### config.mk
export PLATFORM = sky130hd
export DESIGN_NAME = vpe_result_collector_flat
export DESIGN_NICKNAME = d
export VERILOG_FILES = /design/src/rtl/vpe_pkg.sv /design/src/rtl/vpe_result_collector_if.sv /design/src/rtl/vpe_sync_fifo.sv /design/src/rtl/vpe_result_collector.sv /design/src/flat_wrapper.sv
export SDC_FILE = /design/constraint.sdc
export NUM_CORES = 2
export LEC_CHECK = 0
export CORE_ASPECT_RATIO = 1.25
export CORE_MARGIN = 4
export CORE_UTILIZATION = 30
export CTS_BUF_LIST = sky130_fd_sc_hd__clkbuf_8
export DETAILED_ROUTE_END_ITERATION = 8
export GPL_TIMING_DRIVEN = 0
export HOLD_SLACK_MARGIN = 0.12
export PLACE_DENSITY = 0.46
export SKIP_CTS_REPAIR_TIMING = 1
export SLEW_MARGIN = 15
export SYNTH_ARGS = -nofsm -noshare
export SYNTH_HDL_FRONTEND = slang
export SYNTH_SLANG_ARGS = --single-unit
### constraint.sdc
create_clock -name clk -period 9.15 [get_ports clk]
set_input_delay 1.3725 -clock clk [delete_from_list [all_inputs] [get_ports clk]]
set_output_delay 1.3725 -clock clk [all_outputs]
set_load 0.01 [all_outputs]
### src/rtl/vpe_pkg.sv
// Shared VPE types: default result/tag widths and the tagged result record.
package vpe_pkg;

  localparam int VPE_DATA_W = 256;
  localparam int VPE_ADDR_W = 12;

  typedef struct packed {
    logic [VPE_ADDR_W-1:0] addr;
    logic [VPE_DATA_W-1:0] data;
  } vpe_res_t;

endpackage

### src/rtl/vpe_result_collector_if.sv
// Issue, result and deparser signals of the VPE result collector.
// Optional perf counters appear when VPE_RESULT_COLLECTOR_PERF_EN is defined.
interface vpe_result_collector_if #(
  parameter int DATA_W = 256,
  parameter int ADDR_W = 12,
  parameter int CNT_W  = 4
);
  logic [ADDR_W-1:0] i_issue_addr;
  logic              i_issue_v;
  logic              o_issue_rdy;
  logic [DATA_W-1:0] i_res;
  logic              i_res_v;
  logic              i_res_last;
  logic [DATA_W-1:0] o_inf_res;
  logic [ADDR_W-1:0] o_inf_res_addr;
  logic              o_inf_res_v;
  logic              i_inf_res_rdy;
  logic [CNT_W-1:0]  o_inflight;
  logic              o_err_orphan;
`ifdef VPE_RESULT_COLLECTOR_PERF_EN
  logic [31:0]       o_perf_res_cnt;
  logic [31:0]       o_perf_stall_cnt;

  modport master (
    output i_issue_addr, i_issue_v, i_res, i_res_v, i_res_last, i_inf_res_rdy,
    input  o_issue_rdy, o_inf_res, o_inf_res_addr, o_inf_res_v, o_inflight, o_err_orphan,
           o_perf_res_cnt, o_perf_stall_cnt
  );
  modport slave (
    input  i_issue_addr, i_issue_v, i_res, i_res_v, i_res_last, i_inf_res_rdy,
    output o_issue_rdy, o_inf_res, o_inf_res_addr, o_inf_res_v, o_inflight, o_err_orphan,
           o_perf_res_cnt, o_perf_stall_cnt
  );
`else
  modport master (
    output i_issue_addr, i_issue_v, i_res, i_res_v, i_res_last, i_inf_res_rdy,
    input  o_issue_rdy, o_inf_res, o_inf_res_addr, o_inf_res_v, o_inflight, o_err_orphan
  );
  modport slave (
    input  i_issue_addr, i_issue_v, i_res, i_res_v, i_res_last, i_inf_res_rdy,
    output o_issue_rdy, o_inf_res, o_inf_res_addr, o_inf_res_v, o_inflight, o_err_orphan
  );
`endif
endinterface

### src/rtl/vpe_sync_fifo.sv
// Synchronous FIFO, first-word-fall-through with a registered head and
// an occupancy count. DEPTH must be a power of 2.
module vpe_sync_fifo #(
  parameter int WIDTH = 8,
  parameter int DEPTH = 4,
  parameter int CNT_W = $clog2(DEPTH) + 1
) (
  input  logic             clk,
  input  logic             rst,
  input  logic             push,
  input  logic [WIDTH-1:0] din,
  input  logic             pop,
  output logic [WIDTH-1:0] dout,
  output logic             valid,
  output logic [CNT_W-1:0] count
);
  localparam int PTR_W = $clog2(DEPTH);

  logic [WIDTH-1:0] mem [DEPTH];
  logic [PTR_W-1:0] wr_ptr, rd_ptr, rd_next;
  logic [CNT_W-1:0] count_next;
  logic             do_push, do_pop;

  assign do_pop  = pop & (count != '0);
  assign do_push = push & ((count != CNT_W'(DEPTH)) | do_pop);
  assign rd_next = rd_ptr + 1'b1;

  // NOTE: every variable assigned in always_comb gets a default first, so no latch is inferred.
  always_comb begin
    count_next = count;
    if (do_push && !do_pop)      count_next = count + 1'b1;
    else if (do_pop && !do_push) count_next = count - 1'b1;
  end

  // NOTE: storage is not reset; count/valid qualify its contents, and leaving it out keeps it RAM-mappable.
  always_ff @(posedge clk) begin
    if (do_push) mem[wr_ptr] <= din;
  end

  always_ff @(posedge clk or posedge rst) begin
    if (rst) begin
      wr_ptr <= '0;
      rd_ptr <= '0;
      count  <= '0;
      valid  <= 1'b0;
      dout   <= '0;
    end else begin
      if (do_push) wr_ptr <= wr_ptr + 1'b1;
      if (do_pop)  rd_ptr <= rd_next;
      count <= count_next;
      valid <= (count_next != '0);
      // Head takes din when it becomes the only entry, else the next stored entry on pop.
      if (do_push && (count == '0 || (count == CNT_W'(1) && do_pop))) dout <= din;
      else if (do_pop && count > CNT_W'(1))                           dout <= mem[rd_next];
    end
  end

`ifndef SYNTHESIS
  always @(posedge clk) begin
    if (!rst) assert (!(push && !do_push)) else $error("vpe_sync_fifo: push while full");
  end
`endif

endmodule

### src/rtl/vpe_result_collector.sv
// VPE output stage: tags each final-layer result with its feature address,
// buffers it for the deparser and gates issue by credit. Optional perf counters:
// VPE_RESULT_COLLECTOR_PERF_EN.
module vpe_result_collector
  import vpe_pkg::*;
#(
  parameter int DATA_W    = VPE_DATA_W,
  parameter int ADDR_W    = VPE_ADDR_W,
  parameter int RES_DEPTH = 4,
  parameter int TAG_DEPTH = 8,
  parameter int CNT_W     = $clog2(TAG_DEPTH) + 1
) (
  input logic                   clk,
  input logic                   rst,
  vpe_result_collector_if.slave bus
);
  localparam int RC_W = $clog2(RES_DEPTH) + 1;

  typedef struct packed {
    logic [ADDR_W-1:0] addr;
    logic [DATA_W-1:0] data;
  } entry_t;

  logic [ADDR_W-1:0] tag_head;
  logic              tag_valid;
  logic [CNT_W-1:0]  tag_count;
  logic [RC_W-1:0]   res_count;
  logic [CNT_W:0]    credit_sum;
  logic              issue_rdy, issue_fire, res_fire, tag_pop, res_pop, res_valid;
  logic              err_orphan;
  entry_t            res_in, res_head;

  // Every in-flight inference owns one tag entry, so the tag count is the in-flight count.
  assign credit_sum = {1'b0, tag_count} + (CNT_W+1)'(res_count);
  assign issue_rdy  = ~rst & (credit_sum < (CNT_W+1)'(RES_DEPTH))
                           & (tag_count < CNT_W'(TAG_DEPTH));
  assign issue_fire = bus.i_issue_v & issue_rdy;
  assign res_fire   = bus.i_res_v & bus.i_res_last;
  assign tag_pop    = res_fire & tag_valid;
  assign res_pop    = res_valid & bus.i_inf_res_rdy;
  assign res_in     = '{addr: tag_head, data: bus.i_res};

  vpe_sync_fifo #(.WIDTH(ADDR_W), .DEPTH(TAG_DEPTH), .CNT_W(CNT_W)) u_tag_fifo (
    .clk   (clk),
    .rst   (rst),
    .push  (issue_fire),
    .din   (bus.i_issue_addr),
    .pop   (tag_pop),
    .dout  (tag_head),
    .valid (tag_valid),
    .count (tag_count)
  );

  vpe_sync_fifo #(.WIDTH($bits(entry_t)), .DEPTH(RES_DEPTH), .CNT_W(RC_W)) u_res_fifo (
    .clk   (clk),
    .rst   (rst),
    .push  (tag_pop),
    .din   (res_in),
    .pop   (res_pop),
    .dout  (res_head),
    .valid (res_valid),
    .count (res_count)
  );

  always_ff @(posedge clk or posedge rst) begin
    if (rst)                       err_orphan <= 1'b0;
    else if (res_fire & ~tag_valid) err_orphan <= 1'b1;
  end

  assign bus.o_issue_rdy    = issue_rdy;
  assign bus.o_inf_res      = res_head.data;
  assign bus.o_inf_res_addr = res_head.addr;
  assign bus.o_inf_res_v    = res_valid;
  assign bus.o_inflight     = tag_count;
  assign bus.o_err_orphan   = err_orphan;

`ifdef VPE_RESULT_COLLECTOR_PERF_EN
  logic [31:0] perf_res_cnt, perf_stall_cnt;

  always_ff @(posedge clk or posedge rst) begin
    if (rst) begin
      perf_res_cnt   <= '0;
      perf_stall_cnt <= '0;
    end else begin
      if (res_pop && perf_res_cnt != '1) perf_res_cnt <= perf_res_cnt + 1'b1;
      if (res_valid && !bus.i_inf_res_rdy && perf_stall_cnt != '1)
        perf_stall_cnt <= perf_stall_cnt + 1'b1;
    end
  end

  assign bus.o_perf_res_cnt   = perf_res_cnt;
  assign bus.o_perf_stall_cnt = perf_stall_cnt;
`endif

endmodule

### src/flat_wrapper.sv
// flat-port wrapper written by rule: the top's interface ports become plain ports
module vpe_result_collector_flat import vpe_pkg::*;
#(
  parameter int DATA_W    = VPE_DATA_W,
  parameter int ADDR_W    = VPE_ADDR_W,
  parameter int RES_DEPTH = 4,
  parameter int TAG_DEPTH = 8,
  parameter int CNT_W     = $clog2(TAG_DEPTH) + 1
)
  (clk, rst, bus_i_issue_addr, bus_i_issue_v, bus_i_res, bus_i_res_v, bus_i_res_last, bus_i_inf_res_rdy, bus_o_issue_rdy, bus_o_inf_res, bus_o_inf_res_addr, bus_o_inf_res_v, bus_o_inflight, bus_o_err_orphan);
  vpe_result_collector_if #(.DATA_W(DATA_W), .ADDR_W(ADDR_W), .CNT_W(CNT_W)) bus_i ();
  input logic clk;
  input logic rst;
  input wire logic [$bits(bus_i.i_issue_addr)-1:0] bus_i_issue_addr;
  input wire logic [$bits(bus_i.i_issue_v)-1:0] bus_i_issue_v;
  input wire logic [$bits(bus_i.i_res)-1:0] bus_i_res;
  input wire logic [$bits(bus_i.i_res_v)-1:0] bus_i_res_v;
  input wire logic [$bits(bus_i.i_res_last)-1:0] bus_i_res_last;
  input wire logic [$bits(bus_i.i_inf_res_rdy)-1:0] bus_i_inf_res_rdy;
  output wire logic [$bits(bus_i.o_issue_rdy)-1:0] bus_o_issue_rdy;
  output wire logic [$bits(bus_i.o_inf_res)-1:0] bus_o_inf_res;
  output wire logic [$bits(bus_i.o_inf_res_addr)-1:0] bus_o_inf_res_addr;
  output wire logic [$bits(bus_i.o_inf_res_v)-1:0] bus_o_inf_res_v;
  output wire logic [$bits(bus_i.o_inflight)-1:0] bus_o_inflight;
  output wire logic [$bits(bus_i.o_err_orphan)-1:0] bus_o_err_orphan;
  assign bus_i.i_issue_addr = bus_i_issue_addr;
  assign bus_i.i_issue_v = bus_i_issue_v;
  assign bus_i.i_res = bus_i_res;
  assign bus_i.i_res_v = bus_i_res_v;
  assign bus_i.i_res_last = bus_i_res_last;
  assign bus_i.i_inf_res_rdy = bus_i_inf_res_rdy;
  assign bus_o_issue_rdy = bus_i.o_issue_rdy;
  assign bus_o_inf_res = bus_i.o_inf_res;
  assign bus_o_inf_res_addr = bus_i.o_inf_res_addr;
  assign bus_o_inf_res_v = bus_i.o_inf_res_v;
  assign bus_o_inflight = bus_i.o_inflight;
  assign bus_o_err_orphan = bus_i.o_err_orphan;
  vpe_result_collector #(.DATA_W(DATA_W), .ADDR_W(ADDR_W), .RES_DEPTH(RES_DEPTH), .TAG_DEPTH(TAG_DEPTH), .CNT_W(CNT_W)) u_core (.clk(clk), .rst(rst), .bus(bus_i));
endmodule
==> metrics.txt <==
status finished clean; vias in the first global route 31464; FP Rows 176; number of remaining DRC errors 0; clk root buf clkbuf_8; Worst Hold Depth 1; r2r setup slk 5330 ps; Max Clk Rate 225.5 MHz; Power Density 311.9 nW/µm²; DIE WIDTH 392.2 µm; Filler Cell Count 17096; worst path buffer plus inverter count 2; Top FF cell, synth edfxtp_1; Max Slew Vio Count 0; final setup violating endpoints 0; Die Area 191500 µm²; Min Hold Slack 472.8 ps; Max-cap violations 0; Hold EP u_core.u_res_fifo.dout[43]; Worst EP arrival 3060 ps; area leader, netlist edfxtp_1; Inserted Clock Buffers 236; synth unique cells 46; initial antenna violation count 44; Critical Path End Type primary output; clk buf depth 3; die height 488.3 µm; Final nets 3743; Worst Reg-to-Reg Cells 10; final wirelength 150500 µm; final hold violations 0; CTS tree yes; FF+latch count, synth 1468; Setup Skew 65.50 ps; ratio of final minimum period to clock period 48.46%; Finished Layout Cells 6093; routed length per instance 24.70 µm; CP max-delay cell clkdlybuf4s50_1; Hold/Removal Path Class reg -> reg; post-synthesis instance area 55360 µm²; Power Total 21710 µW; CP required 7780 ps; Seq/Total Area, Yosys 76.91%; via count 28929; core region area 183700 µm²; GRT overflow 0; Slew @ Worst Pin 1054 ps; Post-Syn Area per Cell 21.10 µm²; H-Tree Level Count 4; largest net degree at the start of global routing 45; Async SR Flop Fraction 20.44%; post-route ant nets 0; RSZ-0062 raised after global routing false; Placed Cells incl. Taps 5619; drt pass-1 iters 5; Startpoint Class primary input; hpwl dp 100900 µm; most frequent cells after synthesis 1168 x edfxtp_1, 300 x dfrtp_1, 292 x mux4_2, 281 x a21o_1, 269 x a22o_1; crit-path cells clkdlybuf4s50_1, nor4_4, and3b_2, clkdlybuf4s50_1; Starting Density 30.14%; worst vdd ir 0.0001509 V; synth warn 0; CTS clk-pin slew, worst paths 60 ps; vias per cell 4.748; Initial DRC Count 1711; clock latency on the worst-skew pair 960 ps; Hold Crit Start u_core.u_res_fifo.dout[43]; delay-heaviest family, CP buffers and inverters; delay of the slowest cell on the worst path 640 ps; CP most frequent cell clkdlybuf4s50_1; most common cell in the synthesized netlist edfxtp_1; R2R Path End u_core.u_res_fifo.dout[6]; post-synth top area share 63.35%; Synth Instances 2624; Reg2Reg Launch Point u_core.u_res_fifo.count[0]; PortBufs 548; gpl congestion 0.7160; crit path time final 4434 ps; worst slew margin relative to its limit 29.76%; crit path kind in -> out; P_leak 0.02546 µW; share of cells above drive strength 1 19.44%; Area Overhead vs Synth 25.70%; Max FO, Critical Path 3; Syn Nets 2913; Post-synth EDFFs 1168; Sink Count 1468; first-pass GRT wire length 219200 µm; num ports 549; Tot GR Track Use 15.56%; Area contributors post-synth edfxtp_1 63%, dfrtp_1 14%, mux4_2 12%, a22o_1 4.3%, a21o_1 3.8%
metal layers:
metal  up-vias  part of all wire [%]  track usage [%]
met5         -                  0.18                0
met3       241                   8.4            5.501
met1     15141                    43            20.47
met4        40                   1.9            4.305
met2       840                    47            24.42
li1      12667                     -                -
kinds of logic (layout without fill, tap and decap cells):
family,Yosys count,in the layout,share of synthesized area (%)
flops,1468,1468,76.91
compound gates,581,581,8.457
mux,309,309,12.19
buf+inv,171,1215,1.248
simple gates,67,67,0.6486
fa+ha+maj,16,16,0.3571
xor+xnor,12,12,0.1898
other cells,0,22,0
report_power, final:
| part | switching (µW) | internal [µW] |
|---|---|---|
| registers | 524 | 8450 |
| clock network | 2700 | 2740 |
| logic | 3650 | 3660 |
cells in the final DEF (no fill, tap or decap), types with 4 or more instances in the layout:
cell type,instances
buf_16,23
nor2_2,7
clkdlybuf4s50_1,548
a21o_1,281
and2_4,4
o21ai_0,4
nor2_1,16
dfrtp_1,300
clkinv_2,22
clkbuf_1,105
buf_1,11
edfxtp_1,1168
a211oi_1,13
xnor2_1,8
a21oi_1,4
buf_2,36
mux2i_1,16
a22o_1,269
nand2_1,16
buf_12,19
clkinv_1,48
inv_12,4
diode_2,22
mux4_2,292
clkbuf_8,266
clkbuf_2,9
ha_1,15
xor2_1,4
clkinvlp_4,6
inv_1,103
worst register-to-register path, delay by kind of cell (launching register included):
kind / cells / cell delay (ps)
compound gates: 4 / 1140
simple gates: 1 / 100
fa+ha+maj: 1 / 210
buf+inv: 4 / 1830
flops: 1 / 470
how the worst max path moves through the flow:
stage | from | endpoint | slack, ps | depth (start not counted)
6_report | rst | bus_o_issue_rdy | 4720 | 4
5_1_grt | rst | bus_o_issue_rdy | 4670 | 4
4_1_cts | rst | bus_o_issue_rdy | 4730 | 4
3_5_place_dp | bus_i_inf_res_rdy | u_core.u_res_fifo.dout[150] | 4170 | 9
3_3_place_gp | bus_i_res_v | u_core.u_res_fifo.mem[2][95] | -6960 | 4
2_1_floorplan | bus_i_res_v | u_core.u_res_fifo.mem[0][0] | 470 | 3
registers in the layout, indices dropped and copies added, names as in the netlist:
| signal | cells |
|---|---|
| u_core.u_res_fifo.wr_ptr | 2 |
| u_core.u_tag_fifo.mem | 96 |
| u_core.u_tag_fifo.wr_ptr | 3 |
| u_core.u_tag_fifo.count | 4 |
| u_core.u_res_fifo.dout | 268 |
| u_core.u_tag_fifo.valid | 1 |
| u_core.u_tag_fifo.rd_ptr | 3 |
| u_core.bus.o_err_orphan | 1 |
| u_core.u_res_fifo.rd_ptr | 2 |
| u_core.u_res_fifo.valid | 1 |
| u_core.u_res_fifo.mem | 1072 |
| u_core.u_res_fifo.count | 3 |
| u_core.u_tag_fifo.dout | 12 |
layout make-up:
type	instances	area (µm²)	area share, %
sequential	1468	42580	61.19
antenna	22	55.05	0.07911
clock buffer	266	3661	5.261
buffer	162	668.1	0.9601
timing repair buffer	592	6514	9.360
clock inverter	186	933.4	1.341
tap	2403	3007	4.320
multi-input combinational	985	12140	17.44
inverter	9	37.54	0.05394
through the flow:
| stage | utilization, % | TNS, ps | cell area, µm² | setup slack [ps] |
|---|---|---|---|---|
| floorplan | - | 0 | 55370 | 466.9 |
| global placement | 34.77 | -7339370 | 63860 | -6960 |
| detailed placement | 35.36 | 0 | 64940 | 4169 |
| CTS | 37.86 | 0 | 69540 | 4733 |
| global route | 37.87 | 0 | 69540 | 4671 |
| finish | 37.89 | 0 | 69590 | 4716 |
No activity file was read; power rests on OpenSTA's default activity.
